**config.mk**
```make
export PLATFORM = sky130hd
export DESIGN_NAME = iir_stream_feeder
export DESIGN_NICKNAME = d
export VERILOG_FILES = /design/src/rtl/iir_pkg.sv /design/src/rtl/feeder_mem.sv /design/src/rtl/iir_stream_feeder.sv
export SDC_FILE = /design/constraint.sdc
export NUM_CORES = 1
export LEC_CHECK = 0
export BUFFER_PORTS_ARGS = -buffer_cell sky130_fd_sc_hd__buf_2
export CORE_UTILIZATION = 30
export DETAILED_ROUTE_END_ITERATION = 7
export GPL_ROUTABILITY_DRIVEN = 0
export GPL_TIMING_DRIVEN = 0
export PLACE_DENSITY_LB_ADDON = 0.2
export SLEW_MARGIN = 20
export SYNTH_ARGS = -nofsm -noshare
export SYNTH_HDL_FRONTEND = slang
export SYNTH_HIERARCHICAL = 1
export SYNTH_SLANG_ARGS = --single-unit
```
**constraint.sdc**
```tcl
create_clock -name CLK -period 8.7 [get_ports CLK]
set_input_delay 2.61 -clock CLK [delete_from_list [all_inputs] [get_ports CLK]]
set_output_delay 2.61 -clock CLK [all_outputs]
set_load 0.02 [all_outputs]
```
**src/rtl/iir_pkg.sv**
```systemverilog
// iir_pkg: shared sample width, coefficient selects and feeder FSM states for the iir block
package iir_pkg;
    localparam int WIDTH = 13;
    localparam logic [1:0] CFG_B0 = 2'd0;
    localparam logic [1:0] CFG_B1 = 2'd1;
    localparam logic [1:0] CFG_A1 = 2'd2;
    typedef enum logic [1:0] {IDLE, EMIT, WAIT} feeder_state_t;
endpackage

```
**src/rtl/feeder_mem.sv**
```systemverilog
// feeder_mem: sample store with one write port and a registered read that clears when not reading
module feeder_mem import iir_pkg::*; #(
    parameter int WIDTH = iir_pkg::WIDTH,
    parameter int DEPTH = 16,
    parameter int AW = 4
) (
    input  logic             clk,
    input  logic             rst,
    input  logic             we,
    input  logic [AW-1:0]    waddr,
    input  logic [WIDTH-1:0] wdata,
    input  logic             re,
    input  logic [AW-1:0]    raddr,
    output logic [WIDTH-1:0] rdata
);
    logic [WIDTH-1:0] mem [DEPTH];
    always_ff @(posedge clk) begin
        if (we) mem[waddr] <= wdata;
    end
    // Zero when idle so the output doubles as a valid-gated sample register.
    always_ff @(posedge clk) begin
        rdata <= (rst || !re) ? '0 : mem[raddr];
    end
endmodule

```
**src/rtl/iir_stream_feeder.sv**
```systemverilog
// iir_stream_feeder: streams preloaded samples and coefficient registers into the iir filter inputs
module iir_stream_feeder import iir_pkg::*; #(
    parameter int WIDTH = iir_pkg::WIDTH,
    parameter int DEPTH = 16,
    parameter int AW = 4
) (
    input  logic             CLK,
    input  logic             RST,
    input  logic             LD_EN,
    input  logic [AW-1:0]    LD_ADDR,
    input  logic [WIDTH-1:0] LD_DATA,
    input  logic             CFG_WE,
    input  logic [1:0]       CFG_SEL,
    input  logic [WIDTH-1:0] CFG_DATA,
    input  logic             START,
    input  logic             STOP,
    input  logic [AW:0]      NUM,
    input  logic [3:0]       GAP,
    input  logic             LOOP,
    output logic             VOUT,
    output logic [WIDTH-1:0] DOUT,
    output logic [WIDTH-1:0] B0,
    output logic [WIDTH-1:0] B1,
    output logic [WIDTH-1:0] A1,
    output logic             BUSY,
    output logic             DONE
);
    feeder_state_t state, nxt_state;
    logic [AW-1:0] idx, nxt_idx;
    logic [3:0] cnt, nxt_cnt, gap_r;
    logic [AW:0] num_r, num_sat;
    logic loop_r, take, last, nxt_done, cfg_ok;
    assign num_sat = (NUM > (AW+1)'(DEPTH)) ? (AW+1)'(DEPTH) : NUM;
    assign take = (state == IDLE) && START && !STOP;
    assign last = {1'b0, idx} == num_r - 1'b1;
    assign cfg_ok = CFG_WE && !BUSY;
    always_comb begin
        nxt_state = state;
        nxt_idx = idx;
        nxt_cnt = cnt;
        nxt_done = 1'b0;
        case (state)
            IDLE: if (take) begin
                nxt_idx = '0;
                nxt_done = (num_sat == '0);
                nxt_state = (num_sat == '0) ? IDLE : EMIT;
            end
            EMIT: if (STOP) nxt_state = IDLE;
            else begin
                nxt_done = last;
                nxt_idx = last ? '0 : idx + 1'b1;
                nxt_cnt = gap_r;
                nxt_state = (last && !loop_r) ? IDLE : ((gap_r != '0) ? WAIT : EMIT);
            end
            WAIT: if (STOP) nxt_state = IDLE;
            else if (cnt == 4'd1) nxt_state = EMIT;
            else nxt_cnt = cnt - 1'b1;
            default: nxt_state = IDLE;
        endcase
    end
    always_ff @(posedge CLK) begin
        if (RST) begin
            state <= IDLE;
            idx <= '0;
            cnt <= '0;
            num_r <= '0;
            gap_r <= '0;
            loop_r <= 1'b0;
            VOUT <= 1'b0;
            BUSY <= 1'b0;
            DONE <= 1'b0;
            B0 <= '0;
            B1 <= '0;
            A1 <= '0;
        end else begin
            state <= nxt_state;
            idx <= nxt_idx;
            cnt <= nxt_cnt;
            VOUT <= (nxt_state == EMIT);
            BUSY <= (nxt_state != IDLE);
            DONE <= nxt_done;
            if (take) begin
                num_r <= num_sat;
                gap_r <= GAP;
                loop_r <= LOOP;
            end
            if (cfg_ok && CFG_SEL == CFG_B0) B0 <= CFG_DATA;
            if (cfg_ok && CFG_SEL == CFG_B1) B1 <= CFG_DATA;
            if (cfg_ok && CFG_SEL == CFG_A1) A1 <= CFG_DATA;
        end
    end
    // Address is the sample for the next cycle so DOUT lands together with VOUT.
    feeder_mem #(.WIDTH(WIDTH), .DEPTH(DEPTH), .AW(AW)) u_mem (
        .clk(CLK),
        .rst(RST),
        .we(LD_EN && !BUSY),
        .waddr(LD_ADDR),
        .wdata(LD_DATA),
        .re(nxt_state == EMIT),
        .raddr(nxt_idx),
        .rdata(DOUT)
    );
endmodule

```
==> results of run 1 <==
==> layer usage <==
| metal | routed length, um | track usage | vias up |
|---|---|---|---|
| met3 | 1320 | 0.0282 | 48 |
| li1 | - | - | 3063 |
| met5 | 13 | 0 | - |
| met1 | 13000 | 0.205 | 3226 |
| met4 | 609 | 0.0418 | 2 |
| met2 | 12300 | 0.232 | 168 |
==> worst register-to-register path: cells and delay by family, from the launching register on <==
family	cells	cell delay, ps
AOI/OAI and AO/OA	6	1850
and+or+nand+nor	2	340
buffers and inverters	2	600
DFF	1	400
adders and majority gates	1	240
xor gates and xnor gates	1	200
==> through the flow <==
| stage | instances | hold WS [ps] |
|---|---|---|
| finish | 1355 | 449 |
| global route | 1355 | 466 |
| CTS | 1355 | 451 |
| detailed placement | 1302 | 443 |
| global placement | 1281 | 441 |
| floorplan | 718 | 437 |
==> cell usage after synthesis, types with 5 or more instances <==
cell,number
a21oi_1,59
a221o_1,10
a22o_1,11
a22oi_1,10
and3_1,10
buf_2,8
clkbuf_1,19
dfxtp_1,75
edfxtp_1,208
inv_1,5
mux2i_1,26
mux4_2,41
nand2_1,110
nand2b_1,11
nand3_1,6
nand3b_1,8
nor2_1,21
nor2b_1,6
nor3_1,9
o21ai_0,7
xnor2_1,5
==> cell type report <==
cell class	instances	area, um2
plain buffers	37	206
clock buffers	32	758
clock inverters	21	317
fillers	3410	22300
inverters	5	18.8
multi-input cells	393	3050
flip-flops and latches	283	7750
well taps	461	577
repair buffers	123	736
==> state kept, by name (all words and copies together), names as in the netlist <==
name and count:
DONE 1, A1 13, u_mem/rdata 13, BUSY 1, B0 13, state 2
u_mem/mem 208, B1 13, cnt 4, idx 4, VOUT 1, loop_r 1
num_r 5, gap_r 4
==> final timing paths <==
check	startpoint	to	slack, ps	depth (start not counted)
min reg2reg	B0[4]	B0[4]	450	2
min	B0[4]	B0[4]	450	2
max reg2reg	num_r[0]	u_mem/rdata[9]	4940	12
max	STOP	u_mem/rdata[9]	3470	11
==> logic make-up after synthesis <==
| group | Yosys count |
|---|---|
| xor+xnor | 6 |
| buf+inv | 42 |
| mux | 68 |
| compound gates | 113 |
| simple gates | 202 |
| flops | 283 |
| fa+ha+maj | 4 |
==> power groups by stage <==
| stage | registers [uW] | clock network [uW] | logic, uW |
|---|---|---|---|
| 5_1_grt | 1480 | 1460 | 168 |
| 3_5_place_dp | 1510 | 0 | 156 |
| 3_3_place_gp | 1510 | 0 | 150 |
| 6_report | 1480 | 1370 | 153 |
| 2_1_floorplan | 1520 | 0 | 75.6 |
| 4_1_cts | 1480 | 1410 | 156 |
==> impl_metrics.env, run 1 <==
export IMPL_critPathTopFamily="compound AO/OA/AOI/OAI gates"
export IMPL_rsz0062_at_grt="no"
export IMPL_synth_top_cell_by_area="edfxtp_1"
export IMPL_crit_chain="buf_2 > clkbuf_1 > nor3_1 > o211ai_2 > nand2_1 > o21ai_0 > and2_1 > clkbuf_1 > a22oi_1 > a22o_1 > a221o_1"
export IMPL_fin_crit_ps=5230
export IMPL_syn2layout_area_growth_pct=22.3
export IMPL_async_flop_share=0
export IMPL_fp_dieW_um=193
export IMPL_clk_latency_ps=570
export IMPL_tightest_slew_ps=1110
export IMPL_tns_ps=0
export IMPL_nets=925
export IMPL_initial_core_util=0.307
export IMPL_cp_required_ps=9140
export IMPL_internal_power_uw=2370
export IMPL_synthAdderAreaFrac=0.00456
export IMPL_crit_fanout=10
export IMPL_clockRootBuffer="clkbuf_16"
export IMPL_yosysUniqueCellTypes=53
export IMPL_ys_top_cells_by_area="edfxtp_1, dfxtp_1, mux4_2"
export IMPL_diodes=0
export IMPL_synth_top_family_by_area="multiplexers"
export IMPL_core_area_um2=35700
export IMPL_final_cell_mix="edfxtp_1, buf_2, nand2_1"
export IMPL_synth_flop_cell="edfxtp_1"
export IMPL_postCtsHoldBufs=0
export IMPL_synth_fp_nets=770
export IMPL_grtUsageTotal=0.147
export IMPL_yosys_warnings=6
export IMPL_num_rows=69
export IMPL_grt_ovfl_total=0
export IMPL_grt_pass1_wl_um=41100
export IMPL_pwr_share_clk=0.456
export IMPL_grt_pass1_vias=6488
export IMPL_grt_antenna_before_repair=1
export IMPL_synthMuxAreaShare=0.110
export IMPL_cts_resized=0
export IMPL_final_area_um2=13400
export IMPL_die_y_um=193
export IMPL_worstSetupPathType="input port to flop"
export IMPL_worstPathArrival_ps=5660
export IMPL_yosys_area_share_simple=0.0872
export IMPL_vias=6507
export IMPL_cpMostUsedCell="clkbuf_1"
export IMPL_cts_buffers=30
export IMPL_post_drt_wl_per_cell_um=20.1
export IMPL_syn_avg_cell_area_um2=15.3
export IMPL_place_ws_ps=2880
export IMPL_synth_compound_area_frac=0.0665
export IMPL_die_area_um2=37300
export IMPL_critPathCaptureType="flop"
export IMPL_drv_cap=0
export IMPL_synthCells=718
export IMPL_htree_levels=1
export IMPL_synthXorXnorAreaFrac=0.00479
export IMPL_drcViolationCount=0
export IMPL_finalSetupViolCount=0
export IMPL_slew_violations=0
export IMPL_fmax_ghz=0.191
export IMPL_postCtsSetupBuffers=0
export IMPL_fin_crit_sh=0.601
export IMPL_viasPerCell=4.80
export IMPL_power_switching_uw=632
export IMPL_synth_edf_count=208
export IMPL_mostFrequentLayoutCell="edfxtp_1"
export IMPL_synth_top_area_frac=0.569
export IMPL_total_leakage_power_uw=0.00457
export IMPL_worst_path_largest_cell_delay_ps=540
export IMPL_p_sw_frac=0.211
export IMPL_synth_seq_cells=283
export IMPL_first_pass_iters=7
export IMPL_clkSlewWorstSetupHoldPaths_ps=60
export IMPL_status="complete, no violations"
export IMPL_worst_ir_drop_vdd_mv=0.154
export IMPL_drt_iter0_drc=525
export IMPL_critPathSlowestCell="clkbuf_1"
export IMPL_clock_skew_ps=9.78
export IMPL_worst_slack_ps=3470
export IMPL_dp_hpwl_um=18800
export IMPL_antenna_left=0
export IMPL_start_kind="input port"
export IMPL_clock_sinks=283
export IMPL_holdCritPathClass="flop to flop"
export IMPL_syn_cell_area_um2=11000
export IMPL_path_buf_inv=3
export IMPL_placed_area_um2=12300
export IMPL_cts_max_path_buffers=3
export IMPL_finalHoldViolCount=0
export IMPL_cts_tree="built"
export IMPL_utilization=0.375
export IMPL_layout_drive_gt1_share=0.282
export IMPL_powerDensity_nw_per_um2=224
export IMPL_drt_wl_total_um=27200
export IMPL_port_buffers=102
export IMPL_finalPower_uw=3000
export IMPL_relSlewSlack=0.260
export IMPL_seqPwrFrac=0.493
export IMPL_ios=103
export IMPL_grt_max_degree=17
export IMPL_yosysSeqAreaShare=0.706
export IMPL_combPwrFrac=0.051
Note: power is estimated with default switching activity, not from simulation.
==> inputs of run 2 (changes only) <==
Settings changed: ABC_AREA set to 1.
Clock period 8.7 ns to 5 ns, I/O delays scaled along.
==> impl_metrics.env, run 2 <==
export IMPL_synth_top_cell_by_area="edfxtp_1"
export IMPL_clockRootBuffer="clkbuf_16"
export IMPL_grt_max_degree=17
export IMPL_synth_common_cells="nand2_1, edfxtp_1, nand3_1"
export IMPL_clock_skew_ps=27.4
export IMPL_fp_dieW_um=201
export IMPL_internal_power_uw=4200
export IMPL_crit_fanout=10
export IMPL_whs_endpoint="num_r[1]"
export IMPL_yosysSeqAreaShare=0.655
export IMPL_grtUsageTotal=0.167
export IMPL_antenna_left=0
export IMPL_fmax_ghz=0.294
export IMPL_total_leakage_power_uw=0.00605
export IMPL_cts_buffers=35
export IMPL_fin_crit_sh=0.681
export IMPL_synth_top_area_frac=0.528
export IMPL_worstSetupPathType="input port to flop"
export IMPL_rr_startpoint="num_r[0]"
export IMPL_port_buffers=102
export IMPL_num_rows=72
export IMPL_ios=103
export IMPL_powerDensity_nw_per_um2=384
export IMPL_start_kind="input port"
export IMPL_hold_depth=2
export IMPL_die_area_um2=40200
export IMPL_largest_register_ffs=208
export IMPL_synth_most_common_cell="nand2_1"
export IMPL_critPathCaptureType="flop"
export IMPL_ys_top_cells_by_area="edfxtp_1, dfxtp_1, nand2_1"
export IMPL_dp_hpwl_um=21900
export IMPL_post_drt_wl_per_cell_um=17.2
export IMPL_p_sw_frac=0.231
export IMPL_final_cell_mix="nand2_1, edfxtp_1, nand3_1"
export IMPL_seqPwrFrac=0.473
export IMPL_synth_seq_cells=283
export IMPL_yosysUniqueCellTypes=34
export IMPL_drt_iter0_drc=519
export IMPL_initial_core_util=0.305
export IMPL_cts_max_path_buffers=3
export IMPL_syn_cell_area_um2=11800
export IMPL_nets=1415
export IMPL_placed_area_um2=13000
export IMPL_die_y_um=201
export IMPL_grt_pass1_wl_um=50500
export IMPL_synth_edf_count=208
export IMPL_grt_pass1_vias=8430
export IMPL_clock_sinks=283
export IMPL_final_area_um2=14200
export IMPL_r2r_end="u_mem/rdata[1]"
export IMPL_cts_tree="built"
export IMPL_combPwrFrac=0.064
export IMPL_vias=8598
export IMPL_drcViolationCount=0
export IMPL_fin_crit_ps=3400
export IMPL_holdCritPathClass="flop to flop"
export IMPL_syn2layout_area_growth_pct=20.3
export IMPL_worst_hold_slack_ps=460
export IMPL_mostFrequentLayoutCell="nand2_1"
export IMPL_postCtsHoldBufs=0
export IMPL_reg2reg_depth=17
export IMPL_worst_ir_drop_vdd_mv=0.203
export IMPL_status="complete, no violations"
export IMPL_relSlewSlack=0.393
export IMPL_drv_cap=0
export IMPL_tightest_slew_ps=910
export IMPL_viasPerCell=4.50
export IMPL_nFillCells=3912
export IMPL_drt_wl_total_um=32900
export IMPL_rrSetupSlack_ps=1830
export IMPL_layout_drive_gt1_share=0.165
export IMPL_synthCells=1223
export IMPL_pwr_share_clk=0.463
export IMPL_grt_antenna_before_repair=1
export IMPL_postCtsSetupBuffers=0
export IMPL_yosys_warnings=6
export IMPL_finalSetupViolCount=0
export IMPL_power_switching_uw=1260
export IMPL_top_register="u_mem/mem"
export IMPL_synth_flop_cell="edfxtp_1"
export IMPL_cp_required_ps=5400
export IMPL_syn_avg_cell_area_um2=9.67
export IMPL_tns_ps=0
export IMPL_rsz0062_at_grt="no"
export IMPL_core_area_um2=38700
export IMPL_first_pass_iters=5
export IMPL_clkSlewWorstSetupHoldPaths_ps=50
export IMPL_slew_violations=0
export IMPL_worstPathArrival_ps=3800
export IMPL_grt_ovfl_total=0
export IMPL_finalHoldViolCount=0
export IMPL_min_from="num_r[1]"
export IMPL_cts_resized=0
export IMPL_htree_levels=2
export IMPL_synth_fp_nets=1275
export IMPL_async_flop_share=0
export IMPL_clk_latency_ps=540
==> run 2: cell count changes in the layout (fill, tap and decap cells not counted), sizes merged, moves of 10 or more <==
cell and delta:
a21oi -28, a221o -10, a22o -11, and3 -11, clkbuf +17, inv +140
mux2i -26, mux4 -42, nand2 +267, nand2b -11, nand3 +138, nor2 +93
o21ai +42
==> run 2: power by group through the flow <==
stage / logic, uW / clock network [uW] / registers [uW]
finish: 349 / 2530 / 2580
global route: 390 / 2680 / 2590
CTS: 354 / 2600 / 2580
detailed placement: 352 / 0 / 2630
global placement: 347 / 0 / 2630
floorplan: 172 / 0 / 2660
==> run 2: final cells by class <==
cell class | instances | area, um2 | share of cell area
antenna | 2 | 5.00 | 0.000352
buffer | 55 | 319 | 0.0224
clock buffer | 53 | 1100 | 0.0774
clock inverter | 11 | 76.3 | 0.00537
inverter | 146 | 551 | 0.0387
multi-input combinational | 739 | 3250 | 0.229
sequential | 283 | 7750 | 0.545
tap | 518 | 648 | 0.0456
timing repair buffer | 103 | 526 | 0.0369
==> run 2: worst max path at each step <==
stage | from | endpoint | slack, ps | depth (start not counted)
global placement | STOP | u_mem/rdata[0] | 1130 | 13
CTS | STOP | u_mem/rdata[0] | 1670 | 13
global route | STOP | u_mem/rdata[0] | 1500 | 13
floorplan | STOP | u_mem/rdata[11] | 2130 | 15
detailed placement | STOP | u_mem/rdata[0] | 1110 | 13
finish | STOP | u_mem/rdata[1] | 1600 | 13
==> run 2: routing by layer <==
metal  up-vias  track usage  wire [um]
li1       4270            -          -
met1      4035        0.225      15300
met2       244        0.265      14800
met3        49       0.0339       2050
met4         0       0.0586        741
met5         -            0          0
==> run 2: cells by family (layout without fill, tap and decap cells) <==
group / count (synthesis) / count (layout) / synth area share
AOI/OAI and AO/OA: 88 / 88 / 0.0388
xor gates and xnor gates: 2 / 2 / 0.00148
adders and majority gates: 4 / 4 / 0.00423
buffers and inverters: 201 / 368 / 0.0735
DFF: 283 / 283 / 0.655
other: 0 / 2 / 0
and+or+nand+nor: 645 / 645 / 0.227
==> run 2: worst max-delay path, stage by stage <==
cell      delay, ps
buf_2           140
inv_2           130
nand2_2          90
a21oi_1         180
inv_1           120
nand2_1          90
nand2_1          60
buf_4           170
clkinv_1        200
clkbuf_1        520
nand3_1         290
nand3_1         180
a21oi_1         120
==> run 2: per-stage QoR <==
step           power [uW]  setup WS, ps  instances   util
3_5_place_dp         2990          1110       1844  0.337
3_3_place_gp         2980          1130       1843  0.335
4_1_cts              5540          1670       1908  0.367
6_report             5470          1600       1910  0.367
2_1_floorplan        2830          2130       1223      -
5_1_grt              5660          1500       1909  0.367
==> inputs of run 3 (changes only) <==
Settings changed: ABC_AREA 1 to 0.
Clock period 5 ns to 2.75 ns, I/O delays scaled along.
==> impl_metrics.env, run 3 (synthesis gave the netlist of run 1 again) <==
export IMPL_critPathCaptureType="flop"
export IMPL_p_sw_frac=0.224
export IMPL_total_leakage_power_uw=0.00477
export IMPL_port_buffers=102
export IMPL_core_area_um2=35700
export IMPL_vias=6728
export IMPL_worst_hold_slack_ps=449
export IMPL_top_register="u_mem/mem"
export IMPL_worstSetupPathType="flop to flop"
export IMPL_cts_max_path_buffers=3
export IMPL_dr_max_layer_used="met4"
export IMPL_mostFrequentLayoutCell="edfxtp_1"
export IMPL_status="finished with violations"
export IMPL_powerDensity_nw_per_um2=663
export IMPL_viasPerCell=4.88
export IMPL_syn2layout_area_growth_pct=26.7
export IMPL_rr_startpoint="num_r[1]"
export IMPL_wl_met3_um=1290
export IMPL_combPwrFrac=0.062
export IMPL_crit_fanout=7
export IMPL_first_pass_iters=7
export IMPL_die_area_um2=37300
export IMPL_nets=946
export IMPL_tightest_slew_ps=627
export IMPL_nFillCells=3410
export IMPL_antenna_left=0
export IMPL_clkSlewWorstSetupHoldPaths_ps=60
export IMPL_drv_cap=0
export IMPL_postCtsHoldBufs=0
export IMPL_clk_latency_ps=570
export IMPL_worstPathArrival_ps=3280
export IMPL_die_y_um=193
export IMPL_cts_tree="built"
export IMPL_rrSetupSlack_ps=-80
export IMPL_utilization=0.389
export IMPL_dr_wl_met2_um=13300
export IMPL_drt_iter0_drc=516
export IMPL_fin_crit_ps=2830
export IMPL_grt_ovfl_total=0
export IMPL_grt_max_degree=17
export IMPL_htree_levels=1
export IMPL_whs_endpoint="B1[5]"
export IMPL_cts_buffers=31
export IMPL_drcViolationCount=13
export IMPL_clock_skew_ps=21.2
export IMPL_finalHoldViolCount=0
export IMPL_r2r_end="u_mem/rdata[8]"
export IMPL_drt_wl_total_um=28600
export IMPL_cp_required_ps=3190
export IMPL_fmax_ghz=0.353
export IMPL_reg2reg_depth=13
export IMPL_finalSetupViolCount=11
export IMPL_power_switching_uw=2070
export IMPL_layout_drive_gt1_share=0.336
export IMPL_slew_violations=0
export IMPL_relSlewSlack=0.582
export IMPL_min_from="B1[5]"
export IMPL_worst_slack_ps=-81.2
export IMPL_internal_power_uw=7140
export IMPL_violations="design-rule violations, negative setup slack"
export IMPL_holdCritPathClass="flop to flop"
export IMPL_rsz0062_at_grt="yes"
export IMPL_grt_pass1_wl_um=43000
export IMPL_post_drt_wl_per_cell_um=20.8
export IMPL_hold_depth=2
export IMPL_fin_crit_sh=1.03
export IMPL_grt_pass1_vias=6746
export IMPL_dp_hpwl_um=18900
export IMPL_diodes=0
export IMPL_clockRootBuffer="clkbuf_16"
export IMPL_grtUsageTotal=0.153
export IMPL_clock_sinks=283
export IMPL_seqPwrFrac=0.508
export IMPL_initial_core_util=0.307
export IMPL_wl_met1_um=13200
export IMPL_grt_antenna_before_repair=1
export IMPL_largest_register_ffs=208
export IMPL_start_kind="flop"
export IMPL_pwr_share_clk=0.430
export IMPL_num_rows=69
export IMPL_fp_dieW_um=193
export IMPL_ios=103
export IMPL_worst_ir_drop_vdd_mv=0.484
export IMPL_final_cell_mix="edfxtp_1, buf_2, nand2_1"
[run 3: worst max-delay path: stages, from the launching register on]
cell and delay, ps:
dfxtp_2 340, inv_2 40, ha_4 180, o21ba_4 200
a221oi_4 280, o211ai_2 130, nand3_2 100, nand2_2 70
buf_12 150, buf_12 120, buf_16 130, mux4_2 410
a22o_1 190, a221o_1 350
[run 3: power groups by stage]
stage               sequential [uW]  combinational [uW]  clock [uW]
floorplan                      4790                 246           0
global placement               4770                 483           0
detailed placement             4770                 505           0
CTS                            4680                 567        4060
global route                   4680                 624        4210
finish                         4670                 574        3960
[run 3: layout make-up]
class | instances | area [um2] | share of cell area
sequential | 283 | 7750 | 0.557
multi-input combinational | 393 | 3230 | 0.232
timing repair buffer | 144 | 1020 | 0.0737
clock buffer | 35 | 791 | 0.0569
tap | 461 | 577 | 0.0415
buffer | 36 | 343 | 0.0247
clock inverter | 22 | 173 | 0.0124
inverter | 5 | 18.8 | 0.00135
[run 3: repair_timing]
| action | 4_1_cts | 5_1_grt |
|---|---|---|
| endpoints found under the hold margin | 0 | 0 |
| pin swaps | 31 | 6 |
| cloned | 3 | 1 |
| setup endpoints to repair | 13 | 13 |
| setup buffers | 13 | 5 |
| gates resized for setup | 59 | 17 |
[run 3: stage by stage]
stage / total power, uW / worst slack [ps] / cell area [um2] / std cells / TNS (ps)
after floorplan: 5040 / -6.50 / 11000 / 718 / -39.0
final: 9210 / -81.2 / 13900 / 1379 / -599
after global routing: 9510 / -205 / 13900 / 1379 / -2240
after CTS: 9300 / -68.8 / 13800 / 1373 / -521
after global placement: 5250 / -1550 / 12100 / 1281 / -189470
after detailed placement: 5270 / -1060 / 12400 / 1301 / -19990
[run 3: how the worst max path moves through the flow]
stage	start	to	slack, ps	cells after the start
final	num_r[1]	u_mem/rdata[8]	-80	13
after global routing	num_r[1]	u_mem/rdata[9]	-200	13
after CTS	num_r[0]	u_mem/rdata[11]	-70	13
after detailed placement	STOP	u_mem/rdata[6]	-1060	9
after global placement	LD_EN	u_mem/mem[4][0]	-1550	4
after floorplan	STOP	u_mem/rdata[0]	-7	12
[run 3: layer usage]
layer	track usage	up-vias
met5	0	-
met4	0.0465	0
met3	0.0235	50
met2	0.248	172
met1	0.212	3393
li1	-	3113
